[config.mk]
export PLATFORM = sky130hd
export DESIGN_NAME = mem_model_apb_requester
export DESIGN_NICKNAME = d
export VERILOG_FILES = /design/src/rtl/mem_model_apb_requester.sv
export SDC_FILE = /design/constraint.sdc
export NUM_CORES = 1
export LEC_CHECK = 0
export CORE_MARGIN = 5
export CORE_UTILIZATION = 45
export CTS_CLUSTER_DIAMETER = 120
export DETAILED_ROUTE_END_ITERATION = 8
export PLACE_DENSITY_LB_ADDON = 0.25
export SYNTH_ARGS = -nofsm -noshare
export SYNTH_HDL_FRONTEND = slang
export SYNTH_SLANG_ARGS = --single-unit
[constraint.sdc]
create_clock -name pclk -period 4 [get_ports pclk]
set_clock_uncertainty 0.2 [all_clocks]
set_input_delay 1 -clock pclk [delete_from_list [all_inputs] [get_ports pclk]]
set_output_delay 1 -clock pclk [all_outputs]
set_load 0.005 [all_outputs]
[src/rtl/mem_model_apb_requester.sv]
// APB requester (manager) BFM: turns single command-port requests into APB transfers,
// one outstanding at a time, with an optional PREADY wait timeout.
//
// state  | meaning
// IDLE   | bus idle, cmd_ready high, command captured on handshake
// SETUP  | psel=1, penable=0, always exactly one cycle
// ACCESS | psel=1, penable=1, waiting for pready or the wait limit
module mem_model_apb_requester #(
  parameter int ADDRWIDTH = 32,
  parameter int DATAWIDTH = 32,
  parameter int TIMEOUT   = 256
) (
  input  logic                   pclk,
  input  logic                   presetn,
  input  logic                   cmd_valid,
  output logic                   cmd_ready,
  input  logic                   cmd_write,
  input  logic [ADDRWIDTH-1:0]   cmd_addr,
  input  logic [DATAWIDTH-1:0]   cmd_wdata,
  input  logic [DATAWIDTH/8-1:0] cmd_strb,
  input  logic [2:0]             cmd_prot,
  output logic                   rsp_valid,
  output logic [DATAWIDTH-1:0]   rsp_rdata,
  output logic                   rsp_err,
  output logic                   rsp_timeout,
  output logic                   psel,
  output logic                   penable,
  output logic                   pwrite,
  output logic [ADDRWIDTH-1:0]   paddr,
  output logic [DATAWIDTH-1:0]   pwdata,
  output logic [DATAWIDTH/8-1:0] pstrb,
  output logic [2:0]             pprot,
  input  logic [DATAWIDTH-1:0]   prdata,
  input  logic                   pready,
  input  logic                   pslverr
);

  localparam int STRBWIDTH = DATAWIDTH / 8;
  // Keep the counter at least one bit wide so TIMEOUT=0 still elaborates.
  localparam int CNTWIDTH = (TIMEOUT > 0) ? $clog2(TIMEOUT + 1) : 1;
  localparam logic [CNTWIDTH-1:0] CNT_LAST = (TIMEOUT > 0) ? CNTWIDTH'(TIMEOUT - 1) : '0;

  typedef enum logic [1:0] {
    ST_IDLE,
    ST_SETUP,
    ST_ACCESS
  } state_t;

  state_t                 state, state_nxt;
  logic [CNTWIDTH-1:0]    wait_cnt, wait_cnt_nxt;
  logic                   psel_nxt, penable_nxt, pwrite_nxt;
  logic [ADDRWIDTH-1:0]   paddr_nxt;
  logic [DATAWIDTH-1:0]   pwdata_nxt;
  logic [STRBWIDTH-1:0]   pstrb_nxt;
  logic [2:0]             pprot_nxt;
  logic                   rsp_valid_nxt, rsp_err_nxt, rsp_timeout_nxt;
  logic [DATAWIDTH-1:0]   rsp_rdata_nxt;
  logic                   timeout_hit;

  assign cmd_ready   = (state == ST_IDLE);
  // wait_cnt counts completed wait cycles, so it equals TIMEOUT-1 in the TIMEOUT-th ACCESS cycle.
  assign timeout_hit = (TIMEOUT != 0) && (wait_cnt == CNT_LAST);

  always_ff @(posedge pclk or negedge presetn) begin
    if (!presetn) begin
      state       <= ST_IDLE;
      wait_cnt    <= '0;
      psel        <= 1'b0;
      penable     <= 1'b0;
      pwrite      <= 1'b0;
      paddr       <= '0;
      pwdata      <= '0;
      pstrb       <= '0;
      pprot       <= '0;
      rsp_valid   <= 1'b0;
      rsp_rdata   <= '0;
      rsp_err     <= 1'b0;
      rsp_timeout <= 1'b0;
    end else begin
      state       <= state_nxt;
      wait_cnt    <= wait_cnt_nxt;
      psel        <= psel_nxt;
      penable     <= penable_nxt;
      pwrite      <= pwrite_nxt;
      paddr       <= paddr_nxt;
      pwdata      <= pwdata_nxt;
      pstrb       <= pstrb_nxt;
      pprot       <= pprot_nxt;
      rsp_valid   <= rsp_valid_nxt;
      rsp_rdata   <= rsp_rdata_nxt;
      rsp_err     <= rsp_err_nxt;
      rsp_timeout <= rsp_timeout_nxt;
    end
  end

  always_comb begin
    state_nxt       = state;
    wait_cnt_nxt    = wait_cnt;
    psel_nxt        = psel;
    penable_nxt     = penable;
    pwrite_nxt      = pwrite;
    paddr_nxt       = paddr;
    pwdata_nxt      = pwdata;
    pstrb_nxt       = pstrb;
    pprot_nxt       = pprot;
    rsp_valid_nxt   = 1'b0;
    rsp_rdata_nxt   = rsp_rdata;
    rsp_err_nxt     = rsp_err;
    rsp_timeout_nxt = rsp_timeout;

    unique case (state)
      ST_IDLE: begin
        if (cmd_valid && cmd_ready) begin
          state_nxt    = ST_SETUP;
          wait_cnt_nxt = '0;
          psel_nxt     = 1'b1;
          penable_nxt  = 1'b0;
          pwrite_nxt   = cmd_write;
          paddr_nxt    = cmd_addr;
          pwdata_nxt   = cmd_wdata;
          pstrb_nxt    = cmd_write ? cmd_strb : '0;
          pprot_nxt    = cmd_prot;
        end
      end

      ST_SETUP: begin
        state_nxt   = ST_ACCESS;
        penable_nxt = 1'b1;
      end

      ST_ACCESS: begin
        if (pready) begin
          state_nxt       = ST_IDLE;
          psel_nxt        = 1'b0;
          penable_nxt     = 1'b0;
          rsp_valid_nxt   = 1'b1;
          rsp_err_nxt     = pslverr;
          rsp_timeout_nxt = 1'b0;
          rsp_rdata_nxt   = pwrite ? '0 : prdata;
        end else if (timeout_hit) begin
          state_nxt       = ST_IDLE;
          psel_nxt        = 1'b0;
          penable_nxt     = 1'b0;
          rsp_valid_nxt   = 1'b1;
          rsp_err_nxt     = 1'b1;
          rsp_timeout_nxt = 1'b1;
          rsp_rdata_nxt   = '0;
        end else if (wait_cnt != '1) begin
          wait_cnt_nxt = wait_cnt + 1'b1;
        end
      end

      default: begin
        state_nxt   = ST_IDLE;
        psel_nxt    = 1'b0;
        penable_nxt = 1'b0;
      end
    endcase
  end

endmodule

==> implementation parameters <==
Parameter                              Value

Outcome
  Run status ... completed

Drt
  First-pass iteration count of the detailed router ... 5
  Via count of the routed design ... 4386
  Number of DRC violations after detailed-routing iteration 0 ... 257
  Sum of routed wire length over all layers ... 13.7 mm
  Post-detailed-route wirelength per cell ... 15.4 um
  Vias per Instance ... 4.93
  Post-detailed-route DRC marker count ... 0
  Final antenna-violating net count ... 0

Pwr
  Total power density per cell area ... 755 nW/um2
  Worst IR drop on VDD ... 0.000411 V
  Static Leakage ... 3.58 nW

Die
  Core area ... 10300 um2
  Die Wd ... 113 um
  Vertical extent of the die ... 113 um
  Total I/O pin count ... 219
  Initial core utilization ... 46.2%
  Number of cell rows ... 37
  Floorplan die area ... 12800 um2

Layout
  Area delta synth->final ... 61.7%
  Ant diodes ... 0
  Summed area of non-filler cells in the final layout ... 7720 um2
  Number of nets in the final layout ... 852
  Combined flip-flop and latch cell area ... 2980 um2
  Fraction of final layout cells sized beyond drive strength 1 ... 6.37%
  Leading cell type in the layout, fill and taps excluded ... sky130_fd_sc_hd__nand2_1
  Area of the multi-input gates ... 1640 um2
  Count of filler cells inserted in the layout ... 733
  Leading cell types in the layout, fill and taps excluded ... 253 x sky130_fd_sc_hd__nand2_1, 217 x sky130_fd_sc_hd__clkdlybuf4s50_1, 119 x sky130_fd_sc_hd__dfrtp_1, 68 x sky130_fd_sc_hd__o21ai_0, 16 x sky130_fd_sc_hd__clkbuf_16

Critical path
  Req. time, crit path ... 2.80 ns
  Setup crit start kind ... flop
  Number of cell instances on the worst register-to-register path ... 7
  Setup CP Type ... flop to output port
  Reg-to-reg setup timing slack ... 1.44 ns
  Maximum fanout encountered on the critical timing path ... 12
  Endpoint type of the worst setup path ... output port
  Worst setup startpoint ... state[0]$_DFFE_PN0P_
  Worst EP arrival ... 1.68 ns
  Worst setup endpoint ... cmd_ready
  Source of the worst register-to-register timing path ... wait_cnt[0]$_DFFE_PN0P_
  FF-to-FF End ... wait_cnt[7]$_DFFE_PN0P_

Logic synthesis
  Cell count after synthesis ... 525
  Number of enable-type register cells in the synthesized netlist ... 0
  Area leader, netlist ... sky130_fd_sc_hd__dfrtp_1
  Post-synthesis cell area ... 4770 um2
  Flip-flop and latch count after synthesis ... 119
  Primary flip-flop cell chosen by synthesis mapping ... sky130_fd_sc_hd__dfrtp_1
  Synthesis Warnings ... 0
  Ranking of synthesized cells by area ... sky130_fd_sc_hd__dfrtp_1 62%, sky130_fd_sc_hd__nand2_1 20%, sky130_fd_sc_hd__o21ai_0 7.2%
  Fraction of registers with async set or reset after synthesis ... 100%
  Synth Area per Inst ... 9.09 um2
  Mapped Nets ... 637
  Area share of the leading cell type in the synthesized netlist ... 62.4%
  Post-synth cell types ... 34
  Sequential element share of the synthesized area ... 62.4%

STA
  Worst slew slack as a fraction of its limit ... 23.4%
  Total Neg Setup Slack ... 0 ns
  Setup repair after global routing missed its margin ... no
  Final number of setup-violating endpoints ... 0
  Final number of hold-violating endpoints ... 0
  Minimum clock period ... 2.88 ns
  Tcrit/Tclk final ... 72.0%
  Total count of max-transition violations in the final report ... 0
  Worst Tran Pin Value ... 1.15 ns
  Highest attainable clock frequency ... 347 MHz

Run
  Total of max-cap violations ... 0

Clock network
  H-tree lvl count ... 4
  Post-CTS Setup Bufs ... 0
  Reg clk slew, reported paths ... 0.06 ns
  Num CTS Buffers ... 17
  Quantity of gates resized following cts ... 0
  Clk sinks ... 119
  Buffers from clock root to sink, at most ... 2
  Number of hold buffers added after CTS ... 0
  CTS tree ... done
  Skew-Pair Late Insertion Delay ... 0.50 ns
  Root Buffer Master ... sky130_fd_sc_hd__clkbuf_8

Placed design
  Port Buffers ... 218
  Total placed instance area ... 7060 um2
  GP Congestion ... 0.809
  Post-DP HPWL ... 9.91 mm

GRT
  Vias in the first global route ... 4673
  First-pass GRT wire length ... 22.6 mm
  Initial antenna violation count ... 0
  Total congestion overflow after global routing ... 0
  GR Util All Layers ... 22.0%
  Maximum number of pins on one net before global-route repair ... 93

Worst hold path
  Worst Hold Launch ... pwdata[5]$_DFFE_PN0P_
  Hold crit path type ... flop to flop
-- area by class of cell --
type,count,share of cell area (%)
sequential,119,38.6
timing repair buffer,228,29.2
multi-input combinational,368,21.2
clock buffer,21,5.95
clock inverter,11,2.53
tap,136,2.21
inverter,6,0.292
-- state kept, by name (all words and copies together), names as in the netlist --
register / count
rsp_timeout: 1
state: 2
rsp_valid: 1
pwdata: 32
psel: 1
rsp_err: 1
paddr: 32
pstrb: 4
rsp_rdata: 32
pwrite: 1
wait_cnt: 9
pprot: 3
-- cells in the mapped netlist, drive strengths merged (2+ instances only) --
| cell | n |
|---|---|
| mux2i | 4 |
| nand2b | 2 |
| buf | 11 |
| a21oi | 5 |
| clkbuf | 21 |
| nor2b | 2 |
| nand2 | 253 |
| o21ai | 69 |
| inv | 6 |
| or4 | 2 |
| nand3 | 8 |
| ha | 3 |
| nor2 | 3 |
| dfrtp | 119 |
-- layer usage --
layer | share of wire, % | global-route usage [%] | vias up | wire (um)
met2 | 50 | 37.6 | 169 | 6900
met3 | 10 | 8.77 | 23 | 1390
li1 | - | - | 2118 | -
met4 | 2.2 | 8.81 | 0 | 306
met1 | 37 | 24.6 | 2076 | 5140
met5 | 0 | 0 | - | 0
-- critical path, cell delays in order (launching register included) --
cell	delay [ns]
sky130_fd_sc_hd__dfrtp_1	0.50
sky130_fd_sc_hd__nor2_1	0.14
sky130_fd_sc_hd__clkdlybuf4s50_1	0.54
-- where the power goes --
group	switching, mW	internal [mW]
logic	0.910	1.22
clock network	0.530	1.12
registers	0.309	1.73
total	1.75	4.07
-- cells by family (layout without fill, tap and decap cells) --
logic type / count (synthesis) / count (layout) / share of synthesized area (%)
adder cells (fa/ha/maj): 3 / 3 / 0.787
AO/OA/AOI/OAI: 82 / 82 / 9.10
multiplexers: 4 / 4 / 0.839
AND/OR/NAND/NOR: 279 / 279 / 23.4
buffers and inverters: 38 / 266 / 3.43
flip-flops: 119 / 119 / 62.4
-- worst min path at each step --
stage,cells after the start,endpoint,slack (ns)
2_1_floorplan,1,wait_cnt[6]$_DFFE_PN0P_,0.25
3_3_place_gp,2,pstrb[2]$_DFFE_PN0P_,0.25
3_5_place_dp,2,pstrb[0]$_DFFE_PN0P_,0.26
4_1_cts,2,pprot[1]$_DFFE_PN0P_,0.28
5_1_grt,2,paddr[0]$_DFFE_PN0P_,0.29
6_report,2,pwdata[5]$_DFFE_PN0P_,0.27
-- per-stage QoR --
stage | hold slack (ns) | setup WS [ns] | utilization, % | total power [mW] | cells
after floorplan | 0.248 | 1.59 | - | 2.78 | 525
after global placement | 0.250 | 0.899 | 68.4 | 4.12 | 857
after detailed placement | 0.259 | 0.884 | 68.4 | 4.21 | 857
after CTS | 0.275 | 1.09 | 74.7 | 5.90 | 889
after global routing | 0.295 | 0.992 | 74.7 | 6.21 | 889
final | 0.271 | 1.12 | 74.7 | 5.82 | 889
Power figures use the tool's default switching activity.
